### src/rtl/subcells_serial_ctrl.sv
// Serial SubCells engine: a 128-bit state is substituted LANES nibbles per cycle through shared S-box lanes.
// Optional build macro SUBCELLS_INV_EN adds inverse S-box lanes selected by in_inv.

module sbox (
    input  logic [3:0] x,
    output logic [3:0] y
);
    // 4-bit forward S-box
    always_comb begin
        y = 4'h0;
        case (x)
            4'h0: y = 4'hC;
            4'h1: y = 4'h5;
            4'h2: y = 4'h6;
            4'h3: y = 4'hB;
            4'h4: y = 4'h9;
            4'h5: y = 4'h0;
            4'h6: y = 4'hA;
            4'h7: y = 4'hD;
            4'h8: y = 4'h3;
            4'h9: y = 4'hE;
            4'hA: y = 4'hF;
            4'hB: y = 4'h8;
            4'hC: y = 4'h4;
            4'hD: y = 4'h7;
            4'hE: y = 4'h1;
            4'hF: y = 4'h2;
            default: y = 4'h0;
        endcase
    end
endmodule

`ifdef SUBCELLS_INV_EN
module invsbox (
    input  logic [3:0] x,
    output logic [3:0] y
);
    // Inverse of sbox
    always_comb begin
        y = 4'h0;
        case (x)
            4'h0: y = 4'h5;
            4'h1: y = 4'hE;
            4'h2: y = 4'hF;
            4'h3: y = 4'h8;
            4'h4: y = 4'hC;
            4'h5: y = 4'h1;
            4'h6: y = 4'h2;
            4'h7: y = 4'hD;
            4'h8: y = 4'hB;
            4'h9: y = 4'h4;
            4'hA: y = 4'h6;
            4'hB: y = 4'h3;
            4'hC: y = 4'h0;
            4'hD: y = 4'h7;
            4'hE: y = 4'h9;
            4'hF: y = 4'hA;
            default: y = 4'h0;
        endcase
    end
endmodule
`endif

module subcells_serial_ctrl #(
    parameter int unsigned LANES = 8
) (
    input  logic         clk,
    input  logic         rst_n,
    input  logic         in_valid,
    output logic         in_ready,
    input  logic         in_inv,
    input  logic [127:0] in_data,
    output logic         out_valid,
    input  logic         out_ready,
    output logic [127:0] out_data,
    output logic         busy
);
    localparam int unsigned DW    = 128;
    localparam int unsigned CHW   = 4 * LANES;
    localparam int unsigned BEATS = 32 / LANES;
    localparam int unsigned CW    = $clog2(BEATS) + 1;

    localparam logic [1:0] S_IDLE = 2'd0;
    localparam logic [1:0] S_RUN  = 2'd1;
    localparam logic [1:0] S_DONE = 2'd2;

    logic [1:0]    state_q, state_d;
    logic [DW-1:0] work_q, work_d;
    logic [CW-1:0] cnt_q, cnt_d;
    logic [DW-1:0] out_data_d;
    logic [CHW-1:0] chunk, fwd_chunk, sub_chunk;
    logic [DW-1:0] stepped;

    assign chunk = work_q[CHW-1:0];

    // Shared substitution lanes, reused on every beat
    for (genvar i = 0; i < int'(LANES); i++) begin : g_lane
        sbox u_sbox (.x(chunk[4*i +: 4]), .y(fwd_chunk[4*i +: 4]));
    end

`ifdef SUBCELLS_INV_EN
    logic           inv_q, inv_d;
    logic [CHW-1:0] inv_chunk;

    for (genvar i = 0; i < int'(LANES); i++) begin : g_inv_lane
        invsbox u_invsbox (.x(chunk[4*i +: 4]), .y(inv_chunk[4*i +: 4]));
    end

    assign sub_chunk = inv_q ? inv_chunk : fwd_chunk;
`else
    logic unused_in_inv;

    assign unused_in_inv = in_inv;
    assign sub_chunk     = fwd_chunk;
`endif

    // Rotate: substituted low chunk re-enters at the top, so after BEATS steps order is restored
    if (CHW == DW) begin : g_full
        assign stepped = sub_chunk;
    end else begin : g_part
        assign stepped = {sub_chunk, work_q[DW-1:CHW]};
    end

    // Next-state and datapath control
    always_comb begin
        state_d    = state_q;
        work_d     = work_q;
        cnt_d      = cnt_q;
        out_data_d = out_data;
`ifdef SUBCELLS_INV_EN
        inv_d      = inv_q;
`endif
        case (state_q)
            S_IDLE: begin
                if (in_valid) begin
                    state_d = S_RUN;
                    work_d  = in_data;
                    cnt_d   = '0;
`ifdef SUBCELLS_INV_EN
                    inv_d   = in_inv;
`endif
                end
            end
            S_RUN: begin
                work_d = stepped;
                cnt_d  = cnt_q + CW'(1);
                if (cnt_q == CW'(BEATS - 1)) begin
                    state_d    = S_DONE;
                    out_data_d = stepped;
                end
            end
            S_DONE: begin
                if (out_ready) begin
                    state_d    = S_IDLE;
                    out_data_d = '0;
                end
            end
            default: begin
                state_d    = S_IDLE;
                out_data_d = '0;
            end
        endcase
    end

    // State, datapath and registered outputs
    always_ff @(posedge clk or negedge rst_n) begin
        if (!rst_n) begin
            state_q   <= S_IDLE;
            work_q    <= '0;
            cnt_q     <= '0;
            in_ready  <= 1'b1;
            busy      <= 1'b0;
            out_valid <= 1'b0;
            out_data  <= '0;
`ifdef SUBCELLS_INV_EN
            inv_q     <= 1'b0;
`endif
        end else begin
            state_q   <= state_d;
            work_q    <= work_d;
            cnt_q     <= cnt_d;
            in_ready  <= (state_d == S_IDLE);
            busy      <= (state_d == S_RUN);
            out_valid <= (state_d == S_DONE);
            out_data  <= out_data_d;
`ifdef SUBCELLS_INV_EN
            inv_q     <= inv_d;
`endif
        end
    end

endmodule

### config.mk
export PLATFORM = sky130hd
export DESIGN_NAME = subcells_serial_ctrl
export DESIGN_NICKNAME = d
export VERILOG_FILES = /design/src/rtl/subcells_serial_ctrl.sv
export SDC_FILE = /design/constraint.sdc
export NUM_CORES = 1
export LEC_CHECK = 0
export ABC_AREA = 1
export CAP_MARGIN = 20
export CORE_MARGIN = 2
export CORE_UTILIZATION = 45
export CTS_BUF_LIST = sky130_fd_sc_hd__clkbuf_4
export DETAILED_ROUTE_END_ITERATION = 7
export PLACE_DENSITY = 0.74
export SYNTH_ARGS = -nofsm -noshare
export SYNTH_HDL_FRONTEND = slang
export SYNTH_HIERARCHICAL = 1
export SYNTH_SLANG_ARGS = --single-unit
### constraint.sdc
create_clock -name clk -period 3.2 [get_ports clk]
set_clock_uncertainty 0.2 [all_clocks]
set_input_delay 0.64 -clock clk [delete_from_list [all_inputs] [get_ports clk]]
set_output_delay 0.64 -clock clk [all_outputs]
set_load 0.05 [all_outputs]
==> flow_summary.json, run 1 <==
{
  "irDropWorstVdd_mv": 0.7476,
  "grt_max_degree": 135,
  "pin_count": 264,
  "startpoint_type": "flop",
  "dp_slack_ps": 520.6,
  "antenna_found_initial": 1,
  "postCtsResizedCells": 0,
  "setup_viol": 0,
  "cpMaxStageDelayCell": "clkdlybuf4s50_1",
  "period_needed_ps": 2801,
  "synth_seq_cells": 264,
  "drv_cap": 0,
  "postCtsSetupBuffers": 0,
  "numPortBuffers": 262,
  "slew_violations": 0,
  "finalHoldViolCount": 0,
  "chipWidth_um": 174,
  "finalWorstSetupSlack_ps": 398.8,
  "synthDistinctLibCells": 18,
  "netlist_area_sq_um": 13000,
  "regArea_sq_um": 6611,
  "syn_nets": 1857,
  "place_congestion": 0.8471,
  "synth.area.top_cells": "dfrtp_1, nand2_1, nand4_1",
  "cpPeakStageDelay_ps": 790,
  "leakagePower_uw": 0.008594,
  "viasPerCell": 5.263,
  "min_path_type": "flop to flop",
  "drt_iter0_markers": 1066,
  "critPathRequiredTime_ps": 2360,
  "worstPathArrival_ps": 1960,
  "final_nets": 2101,
  "netlist_instances": 1682,
  "drcViolationCount": 0,
  "dp_hpwl_um": 25020,
  "fmax_ghz": 0.3570,
  "grt_pass1_wl_um": 64560,
  "cp_top_family": "buffers and inverters",
  "die-height_um": 174,
  "grt_pass1_vias": 12360,
  "worstPathMaxFanout": 1,
  "multiInputGateArea_sq_um": 5607,
  "insertion_delay_ps": 670,
  "drive_gt1_share_pct": 7.720,
  "cts.clk_slew.worst_paths_ps": 70,
  "placed_cells": 2237,
  "rsz0062_at_grt": "no",
  "grt.total_usage_pct": 26.31,
  "syn_to_final_growth_pct": 28.59,
  "wirelength_um": 39130,
  "slew_headroom_pct": 41.79,
  "synth.top_cell.area_share_pct": 50.61,
  "crit_type": "flop to primary output",
  "wl_per_cell_um": 16.62,
  "critPathBufInv": 1,
  "yosys_warnings": 6,
  "power_density_nw_per_um2": 1123,
  "vias": 12400,
  "grt_overflow": 0,
  "rows": 62,
  "instances_no_fill": 2355,
  "totalPowerFinal_uw": 18780,
  "cts_tree": "done",
  "cp-end-kind": "primary output",
  "status": "complete, no violations",
  "die_area_sq_um": 30280,
  "tightestPinTransition_ps": 873.1,
  "avgSynthCellArea_sq_um": 7.732,
  "placeableCoreArea_sq_um": 28550,
  "cts_buffers": 70,
  "clockBufferDepth": 3,
  "fillerInstances": 2570,
  "first_pass_iters": 5,
  "cts_sinks": 264,
  "path_cells": "clkdlybuf4s50_1",
  "clockRootBuffer": "clkbuf_4",
  "yosys.area.top_type": "dfrtp_1",
  "start_util_pct": 45.56,
  "yosysSeqAreaShare_pct": 50.81,
  "cts-htree-levels": 3,
  "post-route-period-util_pct": 87.54,
  "fin_setup_tns_ps": 0,
  "route.antenna.remaining_nets": 0
}
-- final cells by class --
cell class / instances / share of cell area [%]
well taps: 384 / 2.873
flip-flops and latches: 264 / 39.53
clock buffers: 97 / 4.354
inverters: 70 / 1.594
diodes: 2 / 0.02993
repair buffers: 281 / 17.18
clock inverters: 18 / 0.9128
multi-input cells: 1239 / 33.53
-- metrics by stage --
stage / cell area (sq um) / utilization [%] / hold WS [ps]
after global placement: 15830 / 55.44 / 253.8
after floorplan: 13010 / - / 144.4
final: 16720 / 58.58 / 265.9
after global routing: 16720 / 58.58 / 289.5
after CTS: 16720 / 58.56 / 272.5
after detailed placement: 15830 / 55.44 / 257.6
-- layout by cell type, fill, tap and decap left out --
| master | count |
|---|---|
| clkbuf_4 | 97 |
| inv_4 | 1 |
| dlygate4sd3_1 | 1 |
| a21o_1 | 1 |
| bufinv_16 | 3 |
| o21ai_4 | 1 |
| dfrtp_1 | 262 |
| dfstp_2 | 1 |
| clkinv_1 | 8 |
| clkinv_2 | 6 |
| nand2_2 | 1 |
| buf_8 | 1 |
| inv_1 | 59 |
| nor2_1 | 3 |
| buf_4 | 10 |
| diode_2 | 2 |
| nand2_1 | 895 |
| nand4_1 | 131 |
| nand3_1 | 137 |
| clkdlybuf4s50_1 | 261 |
| ha_1 | 41 |
| nor2_4 | 1 |
| ha_4 | 1 |
| o21ai_1 | 16 |
| nor2_2 | 8 |
| buf_12 | 8 |
| nand2_4 | 1 |
| inv_2 | 11 |
| dfrtp_4 | 1 |
| o21ai_0 | 2 |
-- cells in the mapped netlist --
cell type	instances
nand3_1	137
inv_1	59
o21ai_2	1
nand4_1	131
inv_2	11
a21o_1	1
ha_1	42
nor2_2	9
o21ai_0	2
dfstp_2	1
buf_4	12
dfrtp_1	263
buf_2	39
buf_6	8
o21ai_1	16
clkbuf_1	50
nand2_1	897
nor2_1	3
-- path summary, 6_finish.rpt --
kind / start / endpoint / slack (ps) / cells after the start
worst max-delay path: in_ready / in_ready / 400 / 1
max in group asynchronous: rst_n / work_q[38] / 1640 / 3
worst min-delay path: out_data[56] / out_data[56] / 270 / 2
worst max register to register: cnt_q[0] / out_data[77] / 1040 / 7
worst min register to register: out_data[56] / out_data[56] / 270 / 2
min in group asynchronous: rst_n / out_data[15] / 340 / 2
-- per-layer routing --
layer  up-vias  track usage [%]  routed length, um
met5         -                0                  0
met4         0            8.683                949
met3        74            5.906               2887
met2       517            41.75              18060
met1      5924            35.91              17240
li1       5880                -                  -
-- what timing repair did --
action                                  4_1_cts  5_1_grt
endpoints found under the setup margin        0        0
hold buffers                                  1        0
endpoints found under the hold margin        71        0
-- where the power goes --
group          total, uW  leakage (uW)  switching [uW]  internal [uW]
Combinational       9740       0.00467            6720           3020
Sequential          6010       0.00339            1270           4750
Clock               3020      0.000529            1390           1640
Total              18800       0.00859            9370           9410
-- kinds of logic after synthesis --
family                   Yosys count  synth area share, %
flip-flops                       264                50.81
AND/OR/NAND/NOR                 1177                37.98
adder cells (fa/ha/maj)           42                4.041
buffers and inverters            179                6.350
AO/OA/AOI/OAI                     20               0.8178
-- registers in the layout (all words and copies together) (netlist names) --
name       cells
state_q        2
out_valid      1
in_ready       1
work_q       128
out_data     128
busy           1
cnt_q          3
Note: power is estimated with default switching activity, not from simulation.
==> run 2, diff against run 1 <==
--- a/config.mk
+++ b/config.mk
@@ -7,7 +7,6 @@
 export LEC_CHECK = 0
 export ABC_AREA = 1
 export CAP_MARGIN = 20
-export CORE_MARGIN = 2
 export CORE_UTILIZATION = 45
 export CTS_BUF_LIST = sky130_fd_sc_hd__clkbuf_4
 export DETAILED_ROUTE_END_ITERATION = 7
==> run 2 against run 1 <==
Global-route usage rose by 0.78 points. Clock-buffer cell count rose by 7. Core utilization rose by 1.3 points. Flip-flop and latch count did not move. Via count rose by 0.91%. Sequential power barely moved. First-iteration DRC count rose by 15%. Register-to-register slack improved by 80 ps. Combinational power barely moved. Cell area rose by 0.53%. Critical endpoint unchanged.
==> flow_summary.json, run 2 (same netlist as run 1, synthesis figures left out) <==
{
  "postCtsResizedCells": 0,
  "grt.total_usage_pct": 27.09,
  "clockBufferDepth": 3,
  "antenna_found_initial": 1,
  "cpPeakStageDelay_ps": 800,
  "dp_hpwl_um": 25760,
  "die_area_sq_um": 29580,
  "layout_commonest_cell": "nand2_1",
  "cp-end-kind": "primary output",
  "place_area_sq_um": 15880,
  "grt_pass1_vias": 12000,
  "path_cells": "clkdlybuf4s50_1",
  "cpMaxStageDelayCell": "clkdlybuf4s50_1",
  "startpoint_type": "flop",
  "reg_top3": "out_data (128), work_q (128), cnt_q (3)",
  "cts_tree": "done",
  "leakagePower_uw": 0.008642,
  "wirelength_um": 39210,
  "mostFrequentLayoutCells": "nand2_1, dfrtp_1, clkdlybuf4s50_1",
  "cp_top_family": "buffers and inverters",
  "drv_cap": 0,
  "slew_violations": 0,
  "clockRootBuffer": "clkbuf_4",
  "start_util_pct": 46.30,
  "fmax_ghz": 0.3556,
  "grt_overflow": 0,
  "route.antenna.remaining_nets": 0,
  "fillerInstances": 2546,
  "post-route-period-util_pct": 87.87,
  "tightestPinTransition_ps": 814.8,
  "critPathRequiredTime_ps": 2360,
  "fin_util_pct": 59.86,
  "placeableCoreArea_sq_um": 28090,
  "irDropWorstVdd_mv": 0.7416,
  "multiInputGateArea_sq_um": 5607,
  "finalHoldViolCount": 0,
  "worstPathArrival_ps": 1970,
  "pin_count": 264,
  "final_nets": 2107,
  "finalWorstSetupSlack_ps": 388.1,
  "crit_type": "flop to primary output",
  "worstPathMaxFanout": 1,
  "regArea_sq_um": 6611,
  "rsz0062_at_grt": "no",
  "critPathBufInv": 1,
  "place_congestion": 0.8238,
  "fin_setup_tns_ps": 0,
  "min_path_type": "flop to flop",
  "status": "complete, no violations",
  "die-height_um": 172,
  "finalInstanceArea_sq_um": 16810,
  "grt_pass1_wl_um": 62910,
  "drcViolationCount": 0,
  "viasPerCell": 5.291,
  "drt_iter0_markers": 1223,
  "numPortBuffers": 262,
  "power_density_nw_per_um2": 1125,
  "grt_max_degree": 130,
  "cts-htree-levels": 3,
  "first_pass_iters": 6,
  "period_needed_ps": 2812,
  "slew_headroom_pct": 45.68,
  "cts_sinks": 264,
  "cts_buffers": 72,
  "setup_viol": 0,
  "cts.clk_slew.worst_paths_ps": 70,
  "vias": 12510,
  "wl_per_cell_um": 16.59,
  "rows": 61,
  "drive_gt1_share_pct": 8.115,
  "insertion_delay_ps": 700,
  "hold_ws_ps": 267.1,
  "dp_slack_ps": 762.8,
  "chipWidth_um": 172,
  "syn_to_final_growth_pct": 29.28
}
## run 2: area by class of cell
cell class / count / share of cell area (%)
tap: 378 / 2.813
timing repair buffer: 285 / 17.41
sequential: 264 / 39.32
multi-input combinational: 1239 / 33.35
antenna: 2 / 0.02977
clock inverter: 22 / 0.8410
inverter: 70 / 1.585
clock buffer: 104 / 4.644
## run 2: power breakdown
| part | switching (uW) | internal (uW) | leakage (uW) | total (uW) |
|---|---|---|---|---|
| Clock | 1450 | 1660 | 0.000549 | 3110 |
| Sequential | 1290 | 4750 | 0.00339 | 6040 |
| Combinational | 6680 | 3090 | 0.00470 | 9770 |
| Total | 9420 | 9490 | 0.00864 | 18900 |
## run 2: worst min-delay path, delay by kind of cell, from the launching register on
family,cells,cell delay [ps]
DFF,1,340
and+or+nand+nor,2,90
## run 2: layer usage
layer,track usage [%],vias up,routed length [um]
met5,0,-,0
met4,10.12,0,1009
met3,4.807,73,2905
met2,42.58,534,18150
met1,37.39,5971,17140
li1,-,5930,-
## run 2: through the flow
step	total power, uW	std cells
floorplan	12660	1682
global placement	15520	2235
detailed placement	15810	2235
CTS	19000	2362
global route	20350	2364
finish	18920	2364
## run 2: timing repair
action                                  in CTS  in global routing
hold buffers                                 1                  0
endpoints found under the hold margin       69                  0
endpoints found under the setup margin       0                  0
setup buffers                                0                  0
## run 2: final timing paths
| kind | start | to | slack [ps] | depth (start not counted) |
|---|---|---|---|---|
| min in group asynchronous | rst_n | out_data[81] | 340 | 2 |
| worst max-delay path | in_ready | in_ready | 390 | 1 |
| max in group asynchronous | rst_n | out_data[73] | 1500 | 3 |
| worst min-delay path | out_data[76] | out_data[76] | 270 | 2 |
| worst max register to register | state_q[1] | work_q[124] | 1120 | 6 |
| worst min register to register | out_data[76] | out_data[76] | 270 | 2 |
